$ cat config.mk
export PLATFORM = sky130hd
export DESIGN_NAME = sprite_pos_scheduler
export DESIGN_NICKNAME = d
export VERILOG_FILES = /design/src/rtl/sprite_pos_scheduler.sv
export SDC_FILE = /design/constraint.sdc
export NUM_CORES = 1
export LEC_CHECK = 0
export BUFFER_PORTS_ARGS = -buffer_cell sky130_fd_sc_hd__buf_2
export CAP_MARGIN = 40
export CORE_ASPECT_RATIO = 2
export CORE_MARGIN = 5
export CORE_UTILIZATION = 35
export DETAILED_ROUTE_END_ITERATION = 8
export GPL_TIMING_DRIVEN = 0
export PLACE_DENSITY = 0.63
export SYNTH_ARGS = -nofsm -noshare
export SYNTH_HDL_FRONTEND = slang
export SYNTH_SLANG_ARGS = --single-unit
export TNS_END_PERCENT = 10
$ cat constraint.sdc
create_clock -name clk_in -period 2 [get_ports clk_in]
set_input_delay 0.1 -clock clk_in [delete_from_list [all_inputs] [get_ports clk_in]]
set_output_delay 0.1 -clock clk_in [all_outputs]
set_load 0.02 [all_outputs]
$ cat src/rtl/sprite_pos_scheduler.sv
// Frame-synchronous sprite position scheduler: buffers SPI position
// packets per sprite and commits them together on the new-frame pulse.
// Ports:
//   clk_in       rising-edge clock
//   rst_in       synchronous active-high reset
//   data_in      {id, x[10:0], y[9:0]} position packet
//   new_data_in  strobe, data_in valid this cycle
//   nf_in        new-frame pulse, commits pending positions
//   x_out        committed x, 11 bits per sprite
//   y_out        committed y, 10 bits per sprite
//   visible_out  per-sprite render enable
//   commit_out   pulse, committed outputs updated
//   drop_out     pulse, previous packet had an invalid id
module sprite_pos_scheduler #(
  parameter int NUM_SPRITES    = 4,
  parameter int WIDTH          = 1280,
  parameter int HEIGHT         = 720,
  parameter int BOX_DIM        = 128,
  parameter int TIMEOUT_FRAMES = 30,
  parameter int RESET_X        = 320,
  parameter int RESET_Y        = 180,
  localparam int ID_W =
    (NUM_SPRITES > 1) ? $clog2(NUM_SPRITES) : 1
) (
  input  logic                     clk_in,
  input  logic                     rst_in,
  input  logic [ID_W+20:0]         data_in,
  input  logic                     new_data_in,
  input  logic                     nf_in,
  output logic [NUM_SPRITES*11-1:0] x_out,
  output logic [NUM_SPRITES*10-1:0] y_out,
  output logic [NUM_SPRITES-1:0]   visible_out,
  output logic                     commit_out,
  output logic                     drop_out
);

  localparam logic [11:0] X_MAX = 12'(WIDTH - BOX_DIM);
  localparam logic [11:0] Y_MAX = 12'(HEIGHT - BOX_DIM);
  localparam logic [7:0]  TO    = 8'(TIMEOUT_FRAMES);
  localparam logic [ID_W:0] NS  = (ID_W + 1)'(NUM_SPRITES);
  localparam logic [10:0] RX    = 11'(RESET_X);
  localparam logic [9:0]  RY    = 10'(RESET_Y);

  logic [ID_W-1:0] pkt_id;
  logic [10:0]     pkt_x;
  logic [9:0]      pkt_y;
  logic            id_ok;
  logic [10:0]     clamp_x;
  logic [9:0]      clamp_y;

  assign pkt_id = data_in[ID_W+20:21];
  assign pkt_x  = data_in[20:10];
  assign pkt_y  = data_in[9:0];
  assign id_ok  = {1'b0, pkt_id} < NS;

  // 12-bit compares keep the clamp free of wrap-around
  assign clamp_x = ({1'b0, pkt_x} > X_MAX) ? X_MAX[10:0] : pkt_x;
  assign clamp_y = ({2'b0, pkt_y} > Y_MAX) ? Y_MAX[9:0] : pkt_y;

  logic [10:0] shx   [NUM_SPRITES];
  logic [9:0]  shy   [NUM_SPRITES];
  logic [10:0] xq    [NUM_SPRITES];
  logic [9:0]  yq    [NUM_SPRITES];
  logic [7:0]  stale [NUM_SPRITES];
  logic [7:0]  st_nx [NUM_SPRITES];
  logic [NUM_SPRITES-1:0] pend;
  logic [NUM_SPRITES-1:0] seen;

  always_comb begin
    for (int i = 0; i < NUM_SPRITES; i++) begin
      st_nx[i] = (stale[i] < TO) ? stale[i] + 8'd1 : stale[i];
    end
  end

  always_ff @(posedge clk_in) begin
    if (rst_in) begin
      for (int i = 0; i < NUM_SPRITES; i++) begin
        shx[i]   <= RX;
        shy[i]   <= RY;
        xq[i]    <= RX;
        yq[i]    <= RY;
        stale[i] <= 8'd0;
      end
      pend        <= '0;
      seen        <= '0;
      visible_out <= '0;
      commit_out  <= 1'b0;
      drop_out    <= 1'b0;
    end else begin
      commit_out <= nf_in;
      drop_out   <= new_data_in && !id_ok;
      for (int i = 0; i < NUM_SPRITES; i++) begin
        if (nf_in) begin
          if (pend[i]) begin
            xq[i]          <= shx[i];
            yq[i]          <= shy[i];
            stale[i]       <= 8'd0;
            seen[i]        <= 1'b1;
            pend[i]        <= 1'b0;
            visible_out[i] <= 1'b1;
          end else begin
            stale[i]       <= st_nx[i];
            visible_out[i] <= seen[i] && (st_nx[i] < TO);
          end
        end
        // A packet arriving with nf_in lands after the commit,
        // so its pending set overrides the commit's clear
        if (new_data_in && id_ok && pkt_id == ID_W'(i)) begin
          shx[i]  <= clamp_x;
          shy[i]  <= clamp_y;
          pend[i] <= 1'b1;
        end
      end
    end
  end

  for (genvar g = 0; g < NUM_SPRITES; g++) begin : g_pack
    assign x_out[11*g +: 11] = xq[g];
    assign y_out[10*g +: 10] = yq[g];
  end

endmodule
; Yosys cells after proc, flatten, opt, wreduce, memory -nomap -nowiden
; Memories as Yosys holds them, arrays and structs flattened.
; Cells that the tools add are included.
; Widths: inputs -> output; s select.
[word_totals]
wordCells = 158
memories = 5
out_inout_bits = 90
inputBits = 27
ff_bits = 13
ram_bits = 200
[memory_table]
columns = memory, depth, word_bits, read_ports, rd_clocked_by_memory_dff, wr, line
row1 = shx, 4, 11, 4, 0, 4, 60  ; logic [10:0] shx [NUM_SPRITES];
row2 = xq, 4, 11, 4, 0, 4, 62  ; logic [10:0] xq [NUM_SPRITES];
row3 = shy, 4, 10, 4, 0, 4, 61  ; logic [9:0] shy [NUM_SPRITES];
row4 = yq, 4, 10, 4, 0, 4, 63  ; logic [9:0] yq [NUM_SPRITES];
row5 = stale, 4, 8, 4, 0, 4, 64  ; logic [7:0] stale [NUM_SPRITES];
[op_classes]
n_eq_ne = 3
addsub = 4
order_cmp = 10
muxes = 85
n_reduce_logical = 17
n_bitwise = 24
[op_table]
columns = op, n
row1 = $mux 11, 9
row2 = $mux 8, 12
row3 = $mux 10, 9
row4 = $lt 8x5->1 const B, 8
row5 = $mux 1, 55
row6 = $add 8x1->8 const B, 4
row7 = $or 1x1->1, 24
row8 = $gt 11x11->1 const B, 1
row9 = $gt 10x10->1 const B, 1
row10 = $logic_and 1x1->1, 8
row11 = $reduce_and 2->1, 4
row12 = $reduce_bool 2->1, 4
row13 = $eq 2x2->1 const B, 2
row14 = $eq 2x1->1 const B, 1
row15 = $logic_not 2->1, 1

; Depth between registers and ports, before layout
; Gate-level depths: netlist (run 1).
[logic_depth]
depth_word = 6
ltp_mapped = 8
depth_no_buf = 6

; Worst setup path before layout (run 1)
; No wires, ideal clock.
[synth_path]
path_type = input port to flip-flop
startpoint = input port data_in[21]
endpoint = memory shx[0][0] (enable)
required_ns = 1.572
stages = 2
path_slack_ns = -0.219
n_path_buf = 1
arrival_time_ns = 1.791
path_cell_list = buf_2 -> o21ai_0
[synth_lines]
columns = item, line
row1 = start: declaration, 27  ; input logic [ID_W+20:0] data_in,
row2 = end: declaration, 60

==> metrics.md, run 1 <==
| Metric | Value |
|---|---|
| Die Wd | 121 µm |
| Slowest CP cell | dfxtp_1 |
| Ant diodes | 0 |
| Post-DRT Antenna Nets | 0 |
| Drt initial violations | 395 |
| H-tree depth | 1 |
| Most frequent CP cell | nand2_1 |
| Flop pwr share | 0.557 |
| Post-Syn Area | 8640 µm² |
| Worst r2r src | pend[3] |
| Syn_nets | between 600 and 700 |
| Routability Congestion | slightly below 0.9 |
| Setup crit end | stale[3][0] |
| I/O Buffers | approximately 110 |
| Minimum clock period | 1810 ps |
| Comb pwr share | 0.074 |
| Vias per inst | roughly 4.9 |
| Fraction of registers with async set/reset | 0 |
| Vias in the first global route | 5,511 |
| First-pass GRT wire length | 32,700 µm |
| Post-synth EDFFs | 200 |
| Max VDD drop | about 0.00040 V |
| Maxcap violations | 0 |
| Worst Reg-to-Reg Cells | 5 |
| Routed vias | ~5,400 |
| Die H | 232 µm |
| Fin crit share | 0.906 |
| Initial antenna violation count | 0 |
| Worst skew pair latency | 500 ps |
| Leak Pwr | 0.00416 µW |
| YS warnings | 0 |
| Commonest cells after routing, fill and taps aside | edfxtp_1, buf_2, and3_1 |
| Max clock buf depth | 3 |
| Final nets | 791 |
| Critical path fanouts, max | 16 |
| Cells after Synth | 616 |
| Clk network pwr share | 0.369 |
| Bufs and invs on worst path | 2 |
| Initial Util | 0.354 |
| CTS tree | done |
| Setup-failing EPs final | 0 |
| FF-to-FF setup slack | 190 ps |
| Gr ovfl total | 0 |
| Hold Crit Class | input pin to flop |
| Crit path DAT | 2010 ps |
| # fillers | between 2,000 and 2,500 |
| Share of cells above drive strength 1 | 0.237 |
| Max Slew Vio Count | 0 |
| Setup crit start | pend[3] |
| Worst Setup Start Kind | flop |
| Drt drc | 0 |
| Core Rows | 81 |
| Max incr delay on CP | 380 ps |
| Root Buffer Master | clkbuf_16 |
| Worst Tran Pin Value | between 800 and 900 ps |
| Slew margin rel. | 0.463 |
| Cts bufs inserted | 19 |
| P per Cell Area | 906 nW/µm² |
| Total routed wirelength | 21,900 µm |
| Unrepaired setup endpoints after global routing | false |
| WP data required | approximately 2200 ps |
| Global Route Usage Sum | 0.156 |
| F_max | 552 MHz |
| Initial DRT Pass Iterations | 5 |
| Core Region | ~24,000 µm² |
| Sw Share | 0.229 |
| Pint | around 7200 µW |
| DP HPWL | 16,300 µm |
| # clock sinks | approximately 210 |
| Reg2reg end | stale[3][0] |
| IO Count | 117 |
| CP Capture Type | flop |
| Largest net degree at the start of global routing | 22 |
| WL/cell | 19.8 µm |
| Sequential area share after synthesis | 0.726 |
| Setup CP Type | flop to flop |
| Commonest non-fill, non-tap cell in the layout | edfxtp_1 |
| Cell count along the critical path | 5 |
| Design Power | between 9000 and 10,000 µW |
| Final hold viol count | 0 |
| Seq cells post-synth | 213 |
| Postcts setup bufs | 0 |
| Finished Core Util | 0.424 |
| Final Skew | 5.71 ps |
| Area grow syn2layout | 19.9% |
| Clock-pin slew on the worst setup and hold paths | 70 ps |
| Synth cell types | 52 |
| Worst path cell trace | clkbuf_1 > nand2_1 > nand2_1 > buf_16 > o21bai_1 |
| Die Area | around 28,000 µm² |
| Avg Cell Area, Syn | roughly 14 µm² |
| Main flop type after synthesis | edfxtp_1 |
| Outcome | completed |
| Top cell family by delay on the critical path | buffers and inverters |
| Sw Pwr | ~2100 µW |
[registers in the layout, indices dropped and copies added (netlist names)]
name and flops:
commit_out 1, pend 4, seen 4, shx 44, shy 40, stale 32, visible_out 4, xq 44
yq 40
[power groups by stage]
stage,registers [µW],logic [µW],clock network (µW)
2_1_floorplan,5380,309,0
3_3_place_gp,5320,643,0
3_5_place_dp,5320,696,0
4_1_cts,5220,703,3530
5_1_grt,5250,754,3700
6_report,5220,697,3460
[stage by stage]
stage / setup WS, ps / hold WS, ps / area, µm² / std cells / TNS [ps]
finish: 188 / 13.7 / 10400 / 1103 / 0
detailed placement: -245 / 441 / 9770 / 1069 / -5430
floorplan: -219 / 280 / 8640 / 616 / -9200
CTS: 67.8 / 0.688 / 10400 / 1103 / 0
global placement: -899 / 433 / 9620 / 1061 / -54820
global route: 26.6 / 32.2 / 10400 / 1103 / 0
[routing by layer]
layer	wire (µm)	up-vias	GRT usage
met5	0	-	0
met4	785	0	0.0656
met3	1110	41	0.0188
met2	12400	167	0.300
met1	7600	2643	0.167
li1	-	2558	-
[how the worst min path moves through the flow]
stage / endpoint / startpoint / cells past startpoint
finish: visible_out[2] / rst_in / 2
global route: shy[2][3] / data_in[3] / 2
CTS: visible_out[2] / rst_in / 2
detailed placement: seen[2] / seen[2] / 1
global placement: seen[0] / seen[0] / 1
floorplan: shy[0][4] / data_in[4] / 1
[synthesized netlist by cell type (7+ instances only)]
master      n  area share
nor2_1     37       0.016
edfxtp_1  200        0.70
nor3_1     10      0.0058
xor2_1     13       0.013
nand2b_1   34       0.025
and2_1     36       0.026
o21ai_0     7      0.0041
and3_1     94       0.068
nand4_1     7      0.0051
nand3_1    16      0.0093
clkbuf_1   12      0.0052
dfxtp_1    13       0.030
nand2_1    52       0.023
[area by class of cell]
type / count / area, µm² / area share
Sequential cell: 213 / 6270 / 0.605
Multi-Input combinational cell: 369 / 2210 / 0.213
Timing Repair Buffer: 123 / 731 / 0.0705
Clock buffer: 25 / 498 / 0.0481
Tap cell: 332 / 415 / 0.0401
Buffer: 28 / 149 / 0.0144
Clock inverter: 7 / 67.6 / 0.00652
Inverter: 6 / 22.5 / 0.00217
[what timing repair did]
| action | 4_1_cts | 5_1_grt |
|---|---|---|
| resized for setup | 0 | 1 |
| hold endpoints to repair | 3 | 0 |
| endpoints found under the setup margin | 0 | 15 |
| hold buffers | 2 | 0 |
[cell families (layout without fill, tap and decap cells)]
logic type	Yosys count	in the layout	share of synthesized area
buf+inv	34	189	0.0198
compound gates	42	42	0.0365
mux	3	3	0.00348
xor+xnor	13	13	0.0132
simple gates	306	306	0.195
other cells	1	1	0.000434
fa+ha+maj	4	4	0.00580
flops	213	213	0.726
(Power assumes the default switching activity.)
==> run 2, diff against run 1 <==
Settings changed: SETUP_SLACK_MARGIN set to 0.3.
==> metrics.md, run 2 (same netlist as run 1, synthesis figures left out) <==
| Metric | Value |
|---|---|
| Flop pwr share | 0.556 (about the same) |
| CTS tree | done |
| Global Route Usage Sum | 0.156 (about the same) |
| Share of cells above drive strength 1 | 0.246 (+0.00908) |
| Area grow syn2layout | 20.1% |
| Die Area | 28,100 µm² (unchanged) |
| Ant diodes | 0 (unchanged) |
| Routed vias | 5,399 (-0.18%) |
| Drt drc | 0 (unchanged) |
| Core Region | 24,400 µm² (unchanged) |
| P per Cell Area | 905 nW/µm² (-0.11%) |
| Slowest CP cell | dlygate4sd3_1 |
| Postcts setup bufs | 0 (unchanged) |
| Clock-pin slew on the worst setup and hold paths | 70 ps (about the same) |
| DP HPWL | 16,300 µm (unchanged) |
| Commonest non-fill, non-tap cell in the layout | edfxtp_1 |
| Core Rows | 81 (unchanged) |
| Fin crit share | 0.866 (-0.0400) |
| CP Capture Type | flop |
| Unrepaired setup endpoints after global routing | true |
| Die Wd | 121 µm (unchanged) |
| Design Power | 9390 µW (about the same) |
| Final nets | 791 (unchanged) |
| Sw Share | 0.229 (about the same) |
| Routability Congestion | 0.866 (unchanged) |
| Total routed wirelength | 21,800 µm (-0.25%) |
| Gr ovfl total | 0 (unchanged) |
| I/O Buffers | 113 (unchanged) |
| Post-DP Area | 9770 µm² (unchanged) |
| Worst Reg-to-Reg Cells | 4 (-1) |
| Largest net degree at the start of global routing | 22 (unchanged) |
| Leak Pwr | 0.00417 µW (+0.28%) |
| Crit path DAT | 1960 ps (-50 ps) |
| Setup crit start | data_in[4] |
| Hold path depth | 2 (unchanged) |
| F_max | 577 MHz (+4.6%) |
| # clock sinks | 213 (unchanged) |
| Commonest cells after routing, fill and taps aside | edfxtp_1, buf_2, and3_1 |
| Clk network pwr share | 0.369 (about the same) |
| First-pass GRT wire length | 32,700 µm (about the same) |
| Hold Crit Class | input pin to flop |
| Worst skew pair latency | 500 ps (about the same) |
| Slew margin rel. | 0.472 (+0.00842) |
| WP data required | 2230 ps (+30 ps) |
| Max incr delay on CP | 530 ps (+150 ps) |
| Cts bufs inserted | 19 (unchanged) |
| Post-DRT Antenna Nets | 0 (unchanged) |
| Vias per inst | 4.89 (-0.18%) |
| Drt initial violations | 421 (+6.6%) |
| Final hold viol count | 0 (unchanged) |
| Largest registers | shx x44, xq x44 |
| H-tree depth | 1 (unchanged) |
| IO Count | 117 (unchanged) |
| Sw Pwr | 2150 µW (+0.12%) |
| Final non-filler cell area | 10,400 µm² (+0.16%) |
| Max Slew Vio Count | 0 (unchanged) |
| Worst slack, placed | -245 ps (unchanged) |
| Max clock buf depth | 3 (unchanged) |
| Finished Core Util | 0.425 (+0.000666) |
| Worst Setup Start Kind | input pin |
| Initial antenna violation count | 0 (unchanged) |
| Die H | 232 µm (unchanged) |
| Pint | 7240 µW (about the same) |
| Initial DRT Pass Iterations | 4 (-1) |
| Setup CP Type | input pin to flop |
| Maxcap violations | 0 (unchanged) |
| Critical path fanouts, max | 10 (-6) |
| PnR worst setup slack | 268 ps (+80.0 ps) |
| Comb pwr share | 0.074 (about the same) |
| Initial Util | 0.354 (unchanged) |
| Minimum clock period | 1730 ps (-80.0 ps) |
| Vias in the first global route | 5,513 (+0.036%) |
| Setup-failing EPs final | 0 (unchanged) |
| Worst r2r src | pend[0] |
| Root Buffer Master | clkbuf_16 |
| Outcome | completed |
| Worst Tran Pin Value | 789 ps (-13.6 ps) |
| Setup TNS | 0 ps (unchanged) |
| Final Skew | 6.45 ps (+0.740 ps) |
| Worst path cell trace | dlygate4sd3_1 > buf_2 > o41ai_2 > a21oi_2 > nand2b_1 > nand2_1 |
| WL/cell | 19.8 µm (-0.25%) |
| Max VDD drop | 0.000396 V (-0.58%) |
| Worst Hold Launch | rst_in |
-- run 2: cell count changes in the layout (fill, tap and decap cells not counted) --
| cell | previous run | this run |
|---|---|---|
| nand2_2 | 2 | 5 |
| nand2_1 | 51 | 48 |
| nor3_2 | 3 | 4 |
| clkbuf_2 | 5 | 8 |
| clkbuf_1 | 18 | 15 |
| nor3_1 | 10 | 9 |
-- run 2: layout make-up --
cell class,instances,area [µm²]
Clock buffer,25,498
Inverter,6,22.5
Tap cell,332,415
Multi-Input combinational cell,369,2220
Buffer,28,153
Timing Repair Buffer,123,731
Clock inverter,7,67.6
Fill cell,2264,14100
Sequential cell,213,6270
-- run 2: worst paths after layout --
kind	slack (ps)	end
worst max-delay path	270	shy[1][2]
worst min-delay path	20	visible_out[2]
worst max register to register	350	xq[0][8]
worst min register to register	460	seen[2]
-- run 2: worst max-delay path: cells and delay by family --
family                 cells  cell delay (ps)
AOI/OAI and AO/OA          2              580
buffers and inverters      2              740
and+or+nand+nor            2              530
-- run 2: power by group through the flow --
stage	logic [µW]	registers (µW)	clock network, µW
CTS	704	5220	3530
detailed placement	696	5320	0
global placement	643	5320	0
finish	698	5220	3470
global route	756	5250	3700
floorplan	309	5380	0
-- run 2: metrics by stage --
stage                     cells  hold WS (ps)
after floorplan             616           280
after global placement     1061           433
after detailed placement   1069           441
after CTS                  1103         0.688
after global routing       1103          32.2
final                      1103          15.4
-- run 2: timing repair --
action,CTS,global route
hold buffers,2,0
gates resized for setup,4,6
hold endpoints to repair,3,0
endpoints found under the setup margin,24,65
-- run 2: per-layer routing --
metal / GRT usage / vias to the layer above / part of all wire
met1: 0.167 / 2631 / 0.35
met2: 0.301 / 162 / 0.57
li1: - / 2567 / -
met5: 0 / - / 0
met4: 0.0656 / 0 / 0.034
met3: 0.0188 / 39 / 0.046
==> run 3, diff against run 2 <==
Settings changed: ABC_AREA set to 1, PLACE_DENSITY 0.63 to 0.58.
==> metrics.md, run 3 <==
| Metric | Value |
|---|---|
| Routability Congestion | 0.784 (-9.5%) |
| P per Cell Area | 920 nW/µm² (+1.7%) |
| Final nets | 1,000 (+26%) |
| Drt drc | 0 (unchanged) |
| Post-DRT Antenna Nets | 0 (unchanged) |
| Most common library cells after synthesis | edfxtp_1, nor2_1, nand2_1 |
| DP HPWL | 15,700 µm (-4.1%) |
| Cells after Synth | 822 (+33%) |
| Most common cell in the netlist | edfxtp_1 |
| Drt initial violations | 259 (-38%) |
| Reg2reg end | yq[2][1] |
| CP Capture Type | flop |
| Busiest grt layer | met2 |
| CTS tree | done |
| Worst Reg-to-Reg Cells | 3 (-1) |
| GRT met1 Usage | 0.133 (-0.0348) |
| Post-synthesis mux area share | 0 (-0.00348) |
| Post-synth EDFFs | 200 (unchanged) |
| Commonest cells after routing, fill and taps aside | edfxtp_1, nor2_1, nand2_1 |
| Die H | 236 µm (+1.6%) |
| Avg Cell Area, Syn | 10.9 µm² (-23%) |
| Outcome | completed |
| Gr ovfl total | 0 (unchanged) |
| Fin crit share | 0.748 (-0.118) |
| Routed vias | 5,788 (+7.2%) |
| Cts bufs inserted | 19 (unchanged) |
| Crit path DAT | 1740 ps (-220 ps) |
| Largest registers | shx x44, xq x44 |
| Share of cells above drive strength 1 | 0.213 (-0.0334) |
| Setup-failing EPs final | 0 (unchanged) |
| # clock sinks | 213 (unchanged) |
| Worst Setup Start Kind | input pin |
| Max Slew Vio Count | 0 (unchanged) |
| Initial antenna violation count | 4 (+4) |
| Setup TNS | 0 ps (unchanged) |
| Total routed wirelength | 20,600 µm (-5.5%) |
| First-pass GRT wire length | 31,100 µm (-5.0%) |
| # fillers | 2,360 (+4.2%) |
| Minimum clock period | 1500 ps (-237 ps) |
| Sequential area share after synthesis | 0.702 (-0.0238) |
| Main flop type after synthesis | edfxtp_1 |
| F_max | 669 MHz (+16%) |
| Final hold viol count | 0 (unchanged) |
| Multi-input logic area | 2000 µm² (-10%) |
| Syn_nets | 853 (+32%) |
| Simple-gate portion of the synthesized area | 0.202 (+0.00663) |
| Worst Tran Pin Value | 891 ps (+101 ps) |
| Vias per inst | 4.39 (-10%) |
| Largest family of logic cells by synthesized area | simple AND/OR/NAND/NOR gates |
| Vias in the first global route | 5,783 (+4.9%) |
| Register area | 6270 µm² (unchanged) |
| Post-synth top area cell | edfxtp_1 |
| Synth Area in Adders | 0.00561 (-0.000190) |
| Core Region | 25,100 µm² (+2.9%) |
| Final Skew | 9.61 ps (+3.16 ps) |
| Die Wd | 123 µm (+1.5%) |
| Synth cell types | 31 (-40%) |
| Slew margin rel. | 0.405 (-0.0670) |
| Hold Crit Class | input pin to flop |
| Setup crit end | yq[2][7] |
| Root Buffer Master | clkbuf_16 |
| Seq cells post-synth | 213 (unchanged) |
| Die Area | 29,000 µm² (+3.2%) |
| Post-DP Area | 10,000 µm² (+2.5%) |
| Synth Area in Compound Gates | 0.0144 (-0.0221) |
| Setup crit start | rst_in |
| WP data required | 2250 ps (+20 ps) |
| I/O Buffers | 114 (+0.88%) |
| Initial Util | 0.355 (+0.00163) |
| WL/cell | 15.6 µm (-21%) |
| Xor and xnor area share after synthesis | 0 (-0.0132) |
| Largest net degree at the start of global routing | 22 (unchanged) |
| Worst skew pair latency | 500 ps (about the same) |
| Area grow syn2layout | 20.3% |
| Maxcap violations | 0 (unchanged) |
| FF-to-FF setup slack | 510 ps (+160 ps) |
| Setup CP Type | input pin to flop |
| Met2 Use GR | 0.278 (-0.0230) |
| Worst r2r src | pend[2] |
| Core Rows | 82 (+1.2%) |
| Design Power | 9890 µW (+5.3%) |
| Max VDD drop | 0.000474 V (+20%) |
| Max clock buf depth | 3 (unchanged) |
| Initial DRT Pass Iterations | 4 (unchanged) |
| Fraction of registers with async set/reset | 0 (unchanged) |
| Leak Pwr | 0.00449 µW (+7.6%) |
| Critical path fanouts, max | 10 (unchanged) |
| IO Count | 117 (unchanged) |
| Clock-pin slew on the worst setup and hold paths | 70 ps (about the same) |
| Global Route Usage Sum | 0.142 (-0.0137) |
| H-tree depth | 1 (unchanged) |
| YS warnings | 0 (unchanged) |
| Final non-filler cell area | 10,700 µm² (+3.6%) |
| Unrepaired setup endpoints after global routing | false |
| Area contributors post-synth | edfxtp_1, nor2_1, nand2_1 |
| Post-Syn Area | 8930 µm² (+3.4%) |
| Commonest non-fill, non-tap cell in the layout | edfxtp_1 |
| Synth top area share | 0.673 (-0.0228) |
| M3 GR Usage | 0.0281 (+0.00928) |
run 3: changes by cell type in the layout (fill, tap and decap cells not counted), sizes merged, moves of 5 or more:
cell and change:
dlygate4sd3 +5, o21ai +5, nand3 +7, or2 +23
nor2 +151, and3 -98, clkbuf -18, inv +138
xor2 -13, a21o -5, nand2 +108, nand2b -34
and2 -36
run 3: report_power, final:
group | switching (µW) | total (µW) | internal, µW
Combinational | 562 | 794 | 231
Sequential | 107 | 5240 | 5130
Clock | 1630 | 3850 | 2230
Total | 2300 | 9890 | 7590
run 3: repair_timing:
item	in CTS	in global routing
buffers inserted	0	0
hold buffers	7	0
resized for setup	0	1
endpoints found under the hold margin	9	0
endpoints found under the setup margin	0	1
run 3: worst min path at each step:
stage / start / to / depth (start not counted)
floorplan: nf_in / seen[3] / 2
global placement: rst_in / seen[3] / 2
detailed placement: rst_in / seen[3] / 2
CTS: data_in[4] / shy[1][4] / 3
global route: data_in[4] / shy[1][4] / 3
finish: data_in[4] / shy[1][4] / 3
run 3: worst max-delay path, cell delays in order:
cell,delay [ps]
buf_6,110
dlygate4sd3_1,720
nor2_8,210
inv_4,110
nor2_4,90
inv_2,50
buf_6,130
or2_1,220
run 3: logic make-up after synthesis:
family / count (synthesis)
AO/OA/AOI/OAI: 24
adder cells (fa/ha/maj): 4
buffers and inverters: 160
flip-flops: 213
other: 1
AND/OR/NAND/NOR: 420
run 3: metrics by stage:
| stage | util | cells | worst slack [ps] | hold slack, ps |
|---|---|---|---|---|
| 5_1_grt | 0.427 | 1318 | 374 | 30.8 |
| 4_1_cts | 0.427 | 1317 | 492 | 3.63 |
| 3_5_place_dp | 0.399 | 1277 | 70.8 | 424 |
| 6_report | 0.427 | 1319 | 504 | 3.97 |
| 2_1_floorplan | - | 822 | 214 | 286 |
| 3_3_place_gp | 0.395 | 1272 | -242 | 416 |
run 3: layout make-up:
cell class              instances  share of cell area
clock buffers                  23              0.0475
flip-flops and latches        213               0.583
multi-input cells             449               0.186
well taps                     336              0.0391
clock inverters                10              0.0129
diodes                          2            0.000466
repair buffers                126              0.0678
plain buffers                  15              0.0118
inverters                     145              0.0514
run 3: routing by layer:
| metal | wire, µm | part of all wire | vias up |
|---|---|---|---|
| met4 | 1020 | 0.050 | 6 |
| li1 | - | - | 2926 |
| met3 | 1130 | 0.055 | 48 |
| met1 | 6650 | 0.32 | 2668 |
| met5 | 42 | 0.0020 | - |
| met2 | 11800 | 0.57 | 140 |
